## src/rtl/reg_cmd_master.sv

```systemverilog
// Byte-stream command decoder that turns host packets into single register-bus
// read/write transactions and returns read data or a status byte on tx.
module reg_cmd_master #(
   parameter int unsigned DATA_WIDTH   = 32,
   parameter int unsigned ADDR_WIDTH   = 4,
   parameter int unsigned ACK_TIMEOUT  = 16,
   parameter int unsigned BYTE_TIMEOUT = 1024
) (
   input  logic                  clk,
   input  logic                  rstn,
   input  logic                  rx_valid,
   input  logic [7:0]            rx_data,
   output logic                  rx_ready,
   output logic                  tx_valid,
   output logic [7:0]            tx_data,
   input  logic                  tx_ready,
   output logic [ADDR_WIDTH-1:0] address,
   output logic                  writeEnable,
   output logic [DATA_WIDTH-1:0] writeData,
   output logic                  writeAdmin,
   output logic                  readEnable,
   input  logic [DATA_WIDTH-1:0] readData,
   input  logic                  writeAck,
   output logic                  busy
);

   localparam int unsigned NBytes = DATA_WIDTH / 8;
   localparam int unsigned BcW    = $clog2(NBytes + 1);
   localparam int unsigned IcW    = $clog2(BYTE_TIMEOUT + 1);
   localparam int unsigned AcW    = $clog2(ACK_TIMEOUT + 1);

   localparam logic [BcW-1:0] ByteLast   = BcW'(NBytes - 1);
   localparam logic [IcW-1:0] IdleLast   = IcW'(BYTE_TIMEOUT - 1);
   // Timeout is counted from the strobe cycle, so WACK itself lasts ACK_TIMEOUT-1 cycles.
   localparam logic [AcW-1:0] AckLast    = AcW'((ACK_TIMEOUT > 2) ? ACK_TIMEOUT - 2 : 0);
   localparam logic [3:0]     AddrHiMask = 4'(15 << ADDR_WIDTH);

   typedef enum logic [2:0] {
      StIdle, StWdata, StWrite, StWack, StRead, StRcap, StTxd, StStat
   } state_e;

   state_e                state_q;
   logic                  admin_q;
   logic [BcW-1:0]        byte_cnt_q;
   logic [IcW-1:0]        idle_cnt_q;
   logic [AcW-1:0]        ack_cnt_q;
   logic [DATA_WIDTH-1:0] shift_q;
   logic [DATA_WIDTH-1:0] shift_nxt;
   logic                  rx_fire;
   logic                  tx_fire;
   logic                  cmd_bad;

   assign rx_ready  = (state_q == StIdle) || (state_q == StWdata);
   assign busy      = (state_q != StIdle);
   assign rx_fire   = rx_valid && rx_ready;
   assign tx_fire   = tx_valid && tx_ready;
   assign cmd_bad   = (|rx_data[5:4]) || (|(rx_data[3:0] & AddrHiMask));
   assign shift_nxt = shift_q << 8;

   always_ff @(posedge clk or negedge rstn) begin
      if (!rstn) begin
         state_q     <= StIdle;
         admin_q     <= 1'b0;
         byte_cnt_q  <= '0;
         idle_cnt_q  <= '0;
         ack_cnt_q   <= '0;
         shift_q     <= '0;
         tx_valid    <= 1'b0;
         tx_data     <= 8'h00;
         address     <= '0;
         writeEnable <= 1'b0;
         writeData   <= '0;
         writeAdmin  <= 1'b0;
         readEnable  <= 1'b0;
      end else begin
         writeEnable <= 1'b0;
         readEnable  <= 1'b0;
         unique case (state_q)
            StIdle: begin
               if (rx_fire) begin
                  if (cmd_bad) begin
                     tx_valid <= 1'b1;
                     tx_data  <= 8'hEE;
                     state_q  <= StStat;
                  end else if (rx_data[7]) begin
                     address    <= rx_data[ADDR_WIDTH-1:0];
                     admin_q    <= rx_data[6];
                     byte_cnt_q <= '0;
                     idle_cnt_q <= '0;
                     state_q    <= StWdata;
                  end else begin
                     address    <= rx_data[ADDR_WIDTH-1:0];
                     readEnable <= 1'b1;
                     state_q    <= StRead;
                  end
               end
            end
            StWdata: begin
               if (rx_fire) begin
                  writeData  <= (writeData << 8) | DATA_WIDTH'(rx_data);
                  idle_cnt_q <= '0;
                  if (byte_cnt_q == ByteLast) begin
                     writeEnable <= 1'b1;
                     writeAdmin  <= admin_q;
                     state_q     <= StWrite;
                  end else begin
                     byte_cnt_q <= byte_cnt_q + 1'b1;
                  end
               end else if (idle_cnt_q == IdleLast) begin
                  tx_valid <= 1'b1;
                  tx_data  <= 8'hE2;
                  state_q  <= StStat;
               end else begin
                  idle_cnt_q <= idle_cnt_q + 1'b1;
               end
            end
            StWrite: begin
               writeAdmin <= 1'b0;
               ack_cnt_q  <= '0;
               state_q    <= StWack;
            end
            StWack: begin
               if (writeAck) begin
                  tx_valid <= 1'b1;
                  tx_data  <= 8'hA5;
                  state_q  <= StStat;
               end else if (ack_cnt_q >= AckLast) begin
                  tx_valid <= 1'b1;
                  tx_data  <= 8'hE1;
                  state_q  <= StStat;
               end else begin
                  ack_cnt_q <= ack_cnt_q + 1'b1;
               end
            end
            StRead: state_q <= StRcap;
            StRcap: begin
               shift_q    <= readData;
               tx_valid   <= 1'b1;
               tx_data    <= readData[DATA_WIDTH-1 -: 8];
               byte_cnt_q <= '0;
               state_q    <= StTxd;
            end
            StTxd: begin
               if (tx_fire) begin
                  if (byte_cnt_q == ByteLast) begin
                     tx_valid <= 1'b0;
                     state_q  <= StIdle;
                  end else begin
                     shift_q    <= shift_nxt;
                     tx_data    <= shift_nxt[DATA_WIDTH-1 -: 8];
                     byte_cnt_q <= byte_cnt_q + 1'b1;
                  end
               end
            end
            StStat: begin
               if (tx_fire) begin
                  tx_valid <= 1'b0;
                  state_q  <= StIdle;
               end
            end
            default: state_q <= StIdle;
         endcase
      end
   end

endmodule
```

## config.mk

```make
export PLATFORM = sky130hd
export DESIGN_NAME = reg_cmd_master
export DESIGN_NICKNAME = d
export VERILOG_FILES = /design/src/rtl/reg_cmd_master.sv
export SDC_FILE = /design/constraint.sdc
export NUM_CORES = 1
export LEC_CHECK = 0
export BUFFER_PORTS_ARGS = -buffer_cell sky130_fd_sc_hd__buf_2
export CORE_MARGIN = 4
export CORE_UTILIZATION = 55
export CTS_CLUSTER_SIZE = 20
export DETAILED_ROUTE_END_ITERATION = 12
export GPL_ROUTABILITY_DRIVEN = 0
export PLACE_DENSITY = 0.83
export SLEW_MARGIN = 20
export SYNTH_ARGS = -nofsm -noshare
export SYNTH_HDL_FRONTEND = slang
export SYNTH_SLANG_ARGS = --single-unit
```

## constraint.sdc

```tcl
create_clock -name clk -period 2.75 [get_ports clk]
set_input_delay 0.4125 -clock clk [delete_from_list [all_inputs] [get_ports clk]]
set_output_delay 0.4125 -clock clk [all_outputs]
set_load 0.01 [all_outputs]
```

[Yosys cells after proc, flatten, opt, wreduce, memory -nomap -nowiden]
Cells that the tools add are included.
Cells by class
  bitwise gates (word level): 2
  reductions and logical operators: 24
  order comparisons: 1
  mux-type cells: 60
  $add $sub $neg: 3
  eq/ne operators: 27
Operators with widths (count)
  $mux W8: 8
  $mux W11: 5
  $mux W3: 17
  $mux W24: 2
  $pmux W24 S2: 1
  $pmux W8 S5: 1
  $or A32 B8 Y32: 1
  $ne A2 B2 Y1 const B: 12
  $pmux W3 S8: 1
  $pmux W11 S2: 1
  $mux W1: 18
  $eq A3 B3 Y1 const B: 4
  $pmux W3 S4: 1
  $reduce_and A3 Y1: 4
  $add A11 B1 Y11 const B: 1
  $eq A11 B10 Y1 const B: 1
  $mux W5: 2
  $pmux W5 S2: 1
  $eq A3 B2 Y1 const B: 3
  $reduce_and A9 Y1: 1
  $reduce_and A8 Y1: 1
  $reduce_bool A2 Y1: 4
  $reduce_and A7 Y1: 1
  $ne A3 B2 Y1 const B: 2
  other kinds (21): 24
Storage, ports and cells
  word-level logic and storage cells: 130
  flip-flop bits (word level): 95
  bits of input ports: 45
  output and inout bits: 50

[Depth between registers and ports, before layout]
Gate-level depths: netlist (run 1).
  depth after elaboration: 5
  depth in mapped cells: 8
  depth with buffers taken out: 7

[Worst setup path before layout (run 1)]
OpenSTA, ideal clock, no wires.
  kind: register to register
  start: register idle_cnt_q[0]
  end: register tx_data[0]
  clock period less this slack: 2.029 ns
  required time: 2.625 ns
  path buffers: 0
  slack: 0.721 ns
  cell stages (with the launch flop): 7
  arrival time: 1.904 ns
  library setup time: 0.125 ns
  cells stage by stage: dfrtp_1 > ha_1 > nand4_1 > nor4_4 > nor3_1 > nor3_4 > mux2_4
On the way
  cells in the longest elaborated chain, start to end: 3
Ends and longest elaborated chain
  from (decl): RTL line 45  | logic [IcW-1:0] idle_cnt_q;
  from (signal assigned): RTL line 114  | idle_cnt_q <= idle_cnt_q + 1'b1;
  $eq A11 B10 Y1: RTL line 109  | end else if (idle_cnt_q == IdleLast) begin
  $ne A2 B1 Y1 (no source line)
  $reduce_and A8 Y1 (no source line)
  to (signal assigned): RTL line 139  | tx_data <= readData[DATA_WIDTH-1 -: 8];
  to (signal assigned): RTL line 150  | tx_data <= shift_nxt[DATA_WIDTH-1 -: 8];
  to (decl): RTL line 15  | output logic [7:0] tx_data,
Every way passes these cells.
A chain may end at the register's enable or synchronous reset.

[Worst setup path in the final report (run 1)]
  start: register state_q[1]
  end: register tx_data[1]
On the way
  cells in the longest elaborated chain, start to end: 5
  elaborated cells between the ends (all ways): 17
  classes of those cells: 11 x eq/ne; 1 x mux; 5 x reduce/logical
Ends and longest elaborated chain
  from (decl): RTL line 42  | state_e state_q;
  from (signal assigned): RTL line 62  | state_q <= StIdle;
  from (signal assigned): RTL line 84  | state_q <= StStat;
  from (signal assigned): RTL line 90  | state_q <= StWdata;
  $eq A3 B1 Y1 or $logic_not A3 Y1 (tied branches): RTL line 53, 78
  $logic_or A1 B1 Y1: RTL line 53  | assign rx_ready = (state_q == StIdle) || (state_q == StWdata);
  $logic_and A1 B1 Y1: RTL line 55  | assign rx_fire = rx_valid && rx_ready;
  $ne A2 B2 Y1 (no source line)
  $reduce_and A8 Y1 (no source line)
Several ways; a longest one is shown, not always the timed one.

==> metrics.cfg, run 1 <==
[sta]
slew_headroom_pct=52.3
setup_viol=0
period_share_pct=85.4
fin_crit_ns=2.35
setup_slack_ns=0.402
grt_setup_unrepaired=false
report.final.slew_viol_count=0
hold_viol_final=0
fmax_ghz=0.426
tightest_slew_ns=0.707
final.setup.tns_ns=0
skew_ns=0.0122

[route]
firstDrtPassIters=5
vias=3688
post_drt_wl_per_cell_um=14.7
drcViolationCount=0
drt_iter0_markers=347
viasPerCell=5.45
drtAntennaViolNets=0
drt-total-wl_um=9950

[layout]
fill_cells=621
regArea_mm2=0.00238
final_cells=677
drive_above_1_share_pct=24.5
multi_input_area_mm2=0.00194
final_area_mm2=0.00526
fin_nets=620
fin_util_pct=67.3
diodes=0
layout-area-overhead-vs-synth_pct=17.5

[worst_setup_path]
crit_type=reg -> reg
r2r-start=state_q[1]
worstPathRequired_ns=3.00
crit_path_end_kind=flip-flop
max_stage_delay_ns=0.76
path_buf_inv=0
cp-start-kind=flip-flop
arrival_ns=2.60
cp_max_fo=19
cp_slowest_cell=dfrtp_1
reg2reg_slack_ns=0.40
crit_chain=nor3_1 -> o21ai_0 -> nand4_1 -> nor3_4 -> mux2_4
rr_endpoint=tx_data[1]
ff2ff_path_depth=5
cp_top_family=simple AND/OR/NAND/NOR gates

[yosys]
synthArstFlopShare_pct=100
synth-edff-count=0
synth_simple_gate_area_share_pct=21.1
yosys_register_bits=95
synth_top_family_by_area=simple AND/OR/NAND/NOR gates
synth_cell_type_count=41
synth-main-ff-cell=dfrtp_1
synth-seq-area-share_pct=53.1
netlist_area_mm2=0.00447
syn_avg_cell_area_um2=9.34
synth_warnings=0
synth-xor-area-share_pct=0.392
synth_fa_ha_area_share_pct=1.40
synth_nets=529
synthMuxAreaShare_pct=8.31
postSynthCellCount=479
synth_compound_area_share_pct=11.9

[power]
p_leak_nw=2.73
powerDensity_mw_per_mm2=1010
irDropWorstVdd_mv=0.497

[die]
die_area_mm2=0.00964
dieHeight_um=98.2
ios=95
start_util_pct=57.3
dieWidth_um=98.2
placementRows=32
coreArea_mm2=0.00781

[placed_design]
dpl_cell_area_mm2=0.00505
placedCellCount=660
port_buffers=94
dp_hpwl_um=7180
pre_cts_ws_ns=0.431

[cts]
cts_buffer_depth=2
cts_buffers=9
clk_root_buffer_cell=clkbuf_8
post_cts_buffers=0
clock_latency_ns=0.37
cts_tree=yes
htreeDepth=3
clkSinkCount=95
clk_pin_slew_ns=0.11

[hold_path]
hold_path_depth=3
min_to=writeData[0]
hp-start=rx_data[0]
hold_class=in -> reg

[global_route]
grt_overflow=0
grt_pass1_vias=3607
antenna_found_initial=0
grt_pass1_wl_um=17000
grt_max_degree=49
grt_usage_pct=21.3

[flow_run]
max-cap-violations=0

[outcome]
status=finished, final reports clean

## worst min-delay path: stages
cell and delay (ns):
buf_2 0.09, nand2_1 0.04, nand2_1 0.05
## per-layer routing
| layer | global-route usage (%) | routed length, um | part of all wire [%] |
|---|---|---|---|
| met1 | 28.2 | 4260 | 43 |
| met2 | 34.6 | 4740 | 48 |
| met3 | 6.43 | 813 | 8.2 |
| met4 | 5.57 | 138 | 1.4 |
| met5 | 0 | 0 | 0 |
## sequential cells by signal (all words and copies together), names as in the netlist
register     flops
tx_valid         1
state_q          3
tx_data          8
ack_cnt_q        5
admin_q          1
shift_q         24
writeData       32
address          4
writeEnable      1
idle_cnt_q      11
writeAdmin       1
byte_cnt_q       3
readEnable       1
## cells in the final DEF (no fill, tap or decap), types with 2 or more instances in the layout
cell and instances:
nand2_1 150, dfrtp_1 95, buf_2 93, o21ai_0 49
nor2_1 22, mux2i_1 18, inv_1 12, nor3_1 11
buf_4 10, a21oi_1 9, mux2_2 9, clkbuf_8 9
nand3_1 7, mux2_4 6, o22ai_1 6, nand4_1 5
a22o_1 5, ha_1 5, nor2b_1 4, nand2b_1 4
o21a_1 4, a21o_1 4, inv_8 4, o31ai_1 3
and3_1 2, and3b_1 2, a41oi_1 2, xor2_1 2
a31oi_1 2, or3_1 2, a211oi_1 2, clkinv_4 2
## metrics by stage
stage	hold slack, ns	power (mW)
2_1_floorplan	0.117	3.76
3_3_place_gp	0.381	4.29
3_5_place_dp	0.385	4.42
4_1_cts	0.230	5.33
5_1_grt	0.228	5.70
6_report	0.247	5.28
## worst max path at each step
stage	startpoint	end	depth (start not counted)
6_report	state_q[1]	tx_data[1]	5
5_1_grt	state_q[1]	idle_cnt_q[2]	6
4_1_cts	state_q[1]	tx_data[0]	5
3_5_place_dp	idle_cnt_q[1]	tx_data[6]	6
3_3_place_gp	state_q[1]	tx_data[0]	5
2_1_floorplan	idle_cnt_q[0]	tx_data[0]	6
## logic make-up after synthesis
| group | after synthesis |
|---|---|
| muxes | 33 |
| adders and majority gates | 5 |
| DFF | 95 |
| and+or+nand+nor | 216 |
| xor gates and xnor gates | 2 |
| buffers and inverters | 38 |
| AOI/OAI and AO/OA | 90 |
## synthesized netlist by cell type, types with 3 or more instances
| cell | count | area [um2] |
|---|---|---|
| nand3_1 | 7 | 35.0 |
| nand2b_1 | 4 | 25.0 |
| nor2_1 | 22 | 82.6 |
| ha_1 | 5 | 62.6 |
| mux2_2 | 9 | 101 |
| nor3_1 | 12 | 60.1 |
| mux2_4 | 6 | 90.1 |
| dfrtp_1 | 95 | 2380 |
| mux2i_1 | 18 | 180 |
| buf_2 | 6 | 30.0 |
| clkbuf_1 | 17 | 63.8 |
| a21oi_1 | 9 | 45.0 |
| o21ai_0 | 49 | 245 |
| nor2b_1 | 4 | 25.0 |
| nand2_1 | 150 | 563 |
| o22ai_1 | 6 | 37.5 |
| nand4_1 | 5 | 31.3 |
| o21a_1 | 4 | 30.0 |
| a21o_1 | 4 | 30.0 |
| a22o_1 | 5 | 43.8 |
| inv_1 | 12 | 45.0 |
| o31ai_1 | 3 | 22.5 |
## where the power goes
group | internal, mW | switching [mW] | total [mW]
logic | 0.958 | 1.16 | 2.12
registers | 1.88 | 0.384 | 2.26
clock network | 0.361 | 0.540 | 0.901
## repair_timing
item                                   in CTS  in global routing
gates resized for setup                     0                  0
endpoints found under the hold margin      30                  0
hold buffers                                1                  0
## layout make-up
cell class | count | area share, %
sequential | 95 | 45.2
inverter | 13 | 0.929
multi-input combinational | 346 | 36.8
tap | 102 | 2.43
clock buffer | 9 | 2.36
timing repair buffer | 105 | 10.9
clock inverter | 7 | 1.36
Power figures use the tool's default switching activity.
==> run 2: changes to the inputs <==
--- a/config.mk
+++ b/config.mk
@@ -5,7 +5,8 @@
 export SDC_FILE = /design/constraint.sdc
 export NUM_CORES = 1
 export LEC_CHECK = 0
-export BUFFER_PORTS_ARGS = -buffer_cell sky130_fd_sc_hd__buf_2
+export ABC_CLOCK_PERIOD_IN_PS = 2750
+export BUFFER_PORTS_ARGS = -buffer_cell sky130_fd_sc_hd__buf_4
 export CORE_MARGIN = 4
 export CORE_UTILIZATION = 55
 export CTS_CLUSTER_SIZE = 20
==> metrics.cfg, run 2 (synthesized netlist as in run 1, its figures left out) <==
[outcome]
status=finished, final reports clean

[global_route]
grt_usage_pct=21.9  ; +0.60 points
grt_overflow=0  ; unchanged
grt_pass1_wl_um=17500  ; +3.5%
grt_pass1_vias=3725  ; +3.3%
antenna_found_initial=0  ; unchanged
grt_max_degree=63  ; +29%

[power]
powerDensity_mw_per_mm2=989  ; -1.7%
power_switching_mw=2.09  ; +0.20%
power.internal_mw=3.32  ; +3.8%
comb_power_share_pct=42.1  ; +2.0 points
irDropWorstVdd_mv=0.582  ; +17%
switching_share_pct=38.7  ; -0.83 points
p_leak_nw=2.76  ; +1.3%
power.share.clock_pct=16.1  ; -1.0 points
pwr-share-seq_pct=41.8  ; -1.0 points

[die]
die_area_mm2=0.00964  ; unchanged
ios=95  ; unchanged
dieHeight_um=98.2  ; unchanged
coreArea_mm2=0.00781  ; unchanged
placementRows=32  ; unchanged
start_util_pct=57.3  ; unchanged
dieWidth_um=98.2  ; unchanged

[layout]
drive_above_1_share_pct=24.4  ; -0.13 points
final_cells=676  ; -0.15%
regMostFlops=writeData
layout-area-overhead-vs-synth_pct=22.3
final_area_mm2=0.00547  ; +4.1%
largest_reg_flops=32  ; unchanged
reg.largest.list=writeData x32, shift_q x24, idle_cnt_q x11
diodes=0  ; unchanged
fin_nets=619  ; -0.16%
final_common_cell=nand2_1
fill_cells=610  ; -1.8%
final_cell_mix=nand2_1, buf_4, dfrtp_1, o21ai_0, nor2_1

[worst_setup_path]
arrival_ns=2.58  ; -0.02 ns
ff2ff_path_depth=5  ; unchanged
crit_chain=nor3_1 -> o21ai_0 -> nand4_1 -> nor3_4 -> mux2_4
cp-start-kind=flip-flop
cp_slowest_cell=dfrtp_1
max_stage_delay_ns=0.73  ; -0.03 ns
crit_type=reg -> reg
crit_path_end_kind=flip-flop
cp_max_fo=19  ; unchanged
worstPathRequired_ns=3.00  ; about the same

[sta]
period_share_pct=84.5  ; -0.89 points
final.setup.tns_ns=0  ; unchanged
report.final.slew_viol_count=0  ; unchanged
fmax_ghz=0.430  ; +1.1%
tightest_slew_ns=0.787  ; +0.0795 ns
setup_viol=0  ; unchanged
slew_headroom_pct=46.9  ; -5.4 points
grt_setup_unrepaired=false
fin_crit_ns=2.32  ; -0.0245 ns
skew_ns=0.0125  ; +0.000308 ns
hold_viol_final=0  ; unchanged

[cts]
clk_pin_slew_ns=0.11  ; about the same
cts_hold_buf=1  ; unchanged
clock_latency_ns=0.37  ; about the same
cts_buffer_depth=2  ; unchanged
clk_root_buffer_cell=clkbuf_8
cts_buffers=9  ; unchanged
cts_resized=0  ; unchanged
post_cts_buffers=0  ; unchanged
clkSinkCount=95  ; unchanged
cts_tree=yes
htreeDepth=3  ; unchanged

[route]
post_drt_wl_per_cell_um=15.1  ; +2.5%
drt_iter0_markers=309  ; -11%
drt-total-wl_um=10200  ; +2.3%
vias=3730  ; +1.1%
viasPerCell=5.52  ; +1.3%
drcViolationCount=0  ; unchanged
firstDrtPassIters=6  ; +1
drtAntennaViolNets=0  ; unchanged

[hold_path]
hold_path_depth=3  ; unchanged
hold_class=in -> reg

[flow_run]
max-cap-violations=0  ; unchanged

[placed_design]
placedCellCount=659  ; -0.15%
port_buffers=94  ; unchanged
dp_hpwl_um=7290  ; +1.6%
dpl_cell_area_mm2=0.00528  ; +4.5%

-- run 2: per-layer routing --
| layer | GRT usage, % | part of all wire [%] | vias to the layer above |
|---|---|---|---|
| li1 | - | - | 1801 |
| met1 | 28.8 | 42 | 1751 |
| met2 | 35.6 | 48 | 163 |
| met3 | 6.50 | 8.7 | 15 |
| met4 | 6.09 | 1.3 | 0 |
| met5 | 0 | 0 | - |
-- run 2: worst max-delay path, delay by kind of cell, from the launching register on --
family | cells | cell delay (ns)
compound gates | 1 | 0.12
mux | 1 | 0.35
flops | 1 | 0.73
simple gates | 3 | 1.01
-- run 2: power by group through the flow --
| stage | Combinational [mW] | Sequential [mW] | Clock (mW) |
|---|---|---|---|
| after global routing | 2.53 | 2.33 | 0.961 |
| after global placement | 2.20 | 2.26 | 0 |
| final | 2.28 | 2.26 | 0.870 |
| after floorplan | 1.49 | 2.27 | 0 |
| after CTS | 2.30 | 2.26 | 0.882 |
| after detailed placement | 2.28 | 2.28 | 0 |
-- run 2: area by class of cell --
cell class	instances	area (um2)	share of cell area, %
multi-input cells	346	1940	35.4
clock buffers	9	124	2.26
flip-flops and latches	95	2380	43.5
repair buffers	104	796	14.5
clock inverters	7	61.3	1.12
inverters	13	48.8	0.892
well taps	102	128	2.33
-- run 2: path summary, 6_finish.rpt --
kind	start	endpoint	slack, ns
max in group asynchronous	rstn	address[0]	1.57
max	state_q[1]	tx_data[3]	0.43
min reg2reg	writeData[29]	writeData[29]	0.48
max reg2reg	state_q[1]	tx_data[3]	0.43
min	rx_data[2]	writeData[2]	0.24
min in group asynchronous	rstn	idle_cnt_q[9]	0.52
-- run 2: stage by stage --
step / power [mW] / setup slack (ns) / utilization [%] / hold WS, ns
floorplan: 3.76 / 0.721 / - / 0.117
global placement: 4.46 / 0.528 / 67.6 / 0.389
detailed placement: 4.57 / 0.458 / 67.6 / 0.391
CTS: 5.44 / 0.429 / 70.1 / 0.229
global route: 5.82 / 0.207 / 70.1 / 0.223
finish: 5.41 / 0.427 / 70.1 / 0.237
==> run 3: changes to the inputs <==
--- a/config.mk
+++ b/config.mk
@@ -5,7 +5,8 @@
 export SDC_FILE = /design/constraint.sdc
 export NUM_CORES = 1
 export LEC_CHECK = 0
-export ABC_CLOCK_PERIOD_IN_PS = 2750
+export ABC_AREA = 1
+export ABC_CLOCK_PERIOD_IN_PS = 2370
 export BUFFER_PORTS_ARGS = -buffer_cell sky130_fd_sc_hd__buf_4
 export CORE_MARGIN = 4
 export CORE_UTILIZATION = 55
==> constraint.sdc (replaced) <==
create_clock -name clk -period 2.37 [get_ports clk]
set_input_delay 0.3555 -clock clk [delete_from_list [all_inputs] [get_ports clk]]
set_output_delay 0.3555 -clock clk [all_outputs]
set_load 0.01 [all_outputs]
==> metrics.cfg, run 3 <==
[outcome]
status=finished, final reports clean

[layout]
largest_reg_flops=32  ; unchanged
final_common_cell=nand2_1
drive_above_1_share_pct=24.6  ; +0.24 points
multi_input_area_mm2=0.00202  ; +4.6%
layout-area-overhead-vs-synth_pct=19.9
fin_util_pct=69.0  ; -1.1 points
regArea_mm2=0.00238  ; unchanged
fin_nets=715  ; +16%
reg.largest.list=writeData x32, shift_q x24, idle_cnt_q x11
final_cell_mix=nand2_1, buf_4, dfrtp_1, inv_1, o21ai_0
diodes=0  ; unchanged
regMostFlops=writeData
fill_cells=670  ; +9.8%

[power]
power.share.clock_pct=15.8  ; -0.3 points
power_switching_mw=3.19  ; +53%
switching_share_pct=43.5  ; +4.8 points
p_leak_nw=3.03  ; +9.5%
powerDensity_mw_per_mm2=1280  ; +29%
comb_power_share_pct=47.0  ; +4.9 points
pwr-share-seq_pct=37.2  ; -4.6 points
power.internal_mw=4.15  ; +25%
irDropWorstVdd_mv=0.629  ; +8.1%

[global_route]
grt_overflow=0  ; unchanged
grt_pass1_wl_um=18500  ; +5.3%
grt_pass1_vias=4081  ; +9.6%
grt_usage_pct=22.3  ; +0.42 points
antenna_found_initial=0  ; unchanged
grt_max_degree=52  ; -17%

[sta]
final.setup.tns_ns=0  ; unchanged
slew_headroom_pct=60.4  ; +13 points
grt_setup_unrepaired=false
period_share_pct=86.5  ; +2.1 points
hold_viol_final=0  ; unchanged
fmax_ghz=0.488  ; +13%
report.final.slew_viol_count=0  ; unchanged
fin_crit_ns=2.05  ; -0.272 ns
setup_slack_ns=0.319  ; -0.108 ns
tightest_slew_ns=0.595  ; -0.192 ns
skew_ns=0.0126  ; +0.0000838 ns
setup_viol=0  ; unchanged

[worst_setup_path]
cp_max_fo=30  ; +11
ff2ff_path_depth=7  ; +2
arrival_ns=2.30  ; -0.28 ns
rr_endpoint=shift_q[16]
crit_path_start=state_q[2]
crit_path_end_kind=flip-flop
r2r-start=state_q[2]
reg2reg_slack_ns=0.32  ; -0.11 ns
worstPathRequired_ns=2.62  ; -0.38 ns
endpoint=shift_q[16]
cp-start-kind=flip-flop
crit_type=reg -> reg

[yosys]
postSynthCellCount=574  ; +20%
synth_common_cells=nand2_1, dfrtp_1, inv_1
synthArstFlopShare_pct=100  ; unchanged
synth_compound_area_share_pct=12.0  ; +0.074 points
synth.largest_area_cell=dfrtp_1
yosys.area.top_type_share_pct=49.5  ; -3.6 points
synth_top_family_by_area=simple AND/OR/NAND/NOR gates
synth_cell_type_count=38  ; -7.3%
netlist_area_mm2=0.00480  ; +7.3%
synth-main-ff-cell=dfrtp_1
synth_simple_gate_area_share_pct=28.5  ; +7.4 points
synth-xor-area-share_pct=0.365  ; -0.027 points
synth-seq-area-share_pct=49.5  ; -3.6 points
synth_fa_ha_area_share_pct=1.30  ; -0.095 points
syn_avg_cell_area_um2=8.36  ; -10%
synth_nets=624  ; +18%
synth.most_common_cell=nand2_1
synth-edff-count=0  ; unchanged
synth_warnings=0  ; unchanged
yosys_register_bits=95  ; unchanged
yosys-top-cells-area=dfrtp_1, nand2_1, o21ai_0
synthMuxAreaShare_pct=0  ; -8.3 points

[hold_path]
hp-start=rx_data[7]
hold_path_depth=2  ; -1
hold_class=in -> reg

[cts]
cts_resized=0  ; unchanged
htreeDepth=3  ; unchanged
cts_tree=yes
clk_pin_slew_ns=0.11  ; about the same
clock_latency_ns=0.37  ; about the same
post_cts_buffers=0  ; unchanged
cts_buffers=9  ; unchanged
clk_root_buffer_cell=clkbuf_8
clkSinkCount=95  ; unchanged
cts_buffer_depth=2  ; unchanged

[placed_design]
pre_cts_ws_ns=0.367  ; -0.0910 ns
port_buffers=94  ; unchanged
dp_hpwl_um=7750  ; +6.4%

[route]
drt-total-wl_um=10500  ; +3.5%
drtAntennaViolNets=0  ; unchanged
wl_met2_um=5310  ; +9.8%
post_drt_wl_per_cell_um=13.6  ; -9.7%
drcViolationCount=0  ; unchanged
viasPerCell=5.17  ; -6.4%
vias=4004  ; +7.3%
drt-met1-wl_um=4550  ; +5.3%
routed.top_layer=met4
firstDrtPassIters=4  ; -2
drt_iter0_markers=192  ; -38%
wl_met3_um=524  ; -41%

[flow_run]
max-cap-violations=0  ; unchanged

[die]
start_util_pct=57.5  ; +0.25 points
dieWidth_um=101  ; +3.3%
placementRows=33  ; +3.1%
die_area_mm2=0.0103  ; +6.7%
ios=95  ; unchanged
dieHeight_um=101  ; +3.3%
coreArea_mm2=0.00834  ; +6.8%

## run 3: changes by cell type after synthesis, sizes merged, moves of 5 or more
cell	before	now
clkbuf	17	4
nand2	150	210
nand2b	5	0
nor3	13	1
a22o	5	0
mux2i	18	0
mux2	15	0
buf	8	15
o22ai	6	0
o21ai	49	63
nand3	7	35
inv	13	61
nor2	22	40
## run 3: cell families after synthesis
group | count (synthesis)
AND/OR/NAND/NOR | 301
flip-flops | 95
AO/OA/AOI/OAI | 90
buffers and inverters | 81
adder cells (fa/ha/maj) | 5
XOR/XNOR | 2
## run 3: final cells by class
type                            count  share of cell area [%]
Sequential cell                    95                    41.3
Multi-Input combinational cell    398                    35.2
Timing Repair Buffer               99                    13.2
Inverter                           62                    4.26
Tap cell                          105                    2.28
Clock buffer                        9                    2.15
Clock inverter                      7                    1.65
## run 3: worst min-delay path by stage
stage                         end
finish                 readEnable
global route           readEnable
CTS                    readEnable
detailed placement  writeData[12]
global placement    writeData[31]
floorplan            ack_cnt_q[0]
## run 3: critical path, stage by stage (launching register included)
cell and delay [ns]:
dfrtp_1 0.73, nand2_4 0.15, nor2_8 0.21, nand2_4 0.09
o211ai_4 0.24, inv_4 0.27, nand2_1 0.16, o21ai_2 0.06
## run 3: power by group through the flow
stage,clock network (mW),logic (mW),registers [mW]
after global placement,0,3.33,2.73
final,1.16,3.45,2.73
after floorplan,0,2.43,2.75
after global routing,1.27,3.90,2.80
after CTS,1.19,3.48,2.73
after detailed placement,0,3.45,2.76
## run 3: repair_timing
item / CTS / global route
endpoints found under the hold margin: 19 / 0
setup endpoints to repair: 0 / 0
hold buffers: 1 / 0
## run 3: per-stage QoR
step                      area (um2)  cells  hold WS (ns)  power [mW]
after floorplan                 4800    574        0.0599        5.17
after global placement          5530    758         0.379        6.06
after detailed placement        5530    758         0.398        6.21
after CTS                       5760    775         0.160        7.40
after global routing            5760    775         0.155        7.97
final                           5760    775         0.171        7.34
## run 3: per-layer routing
layer	global-route usage, %	up-vias
met4	5.62	0
met3	4.82	12
met1	28.3	1872
met2	39.0	89
met5	0	-
li1	-	2031
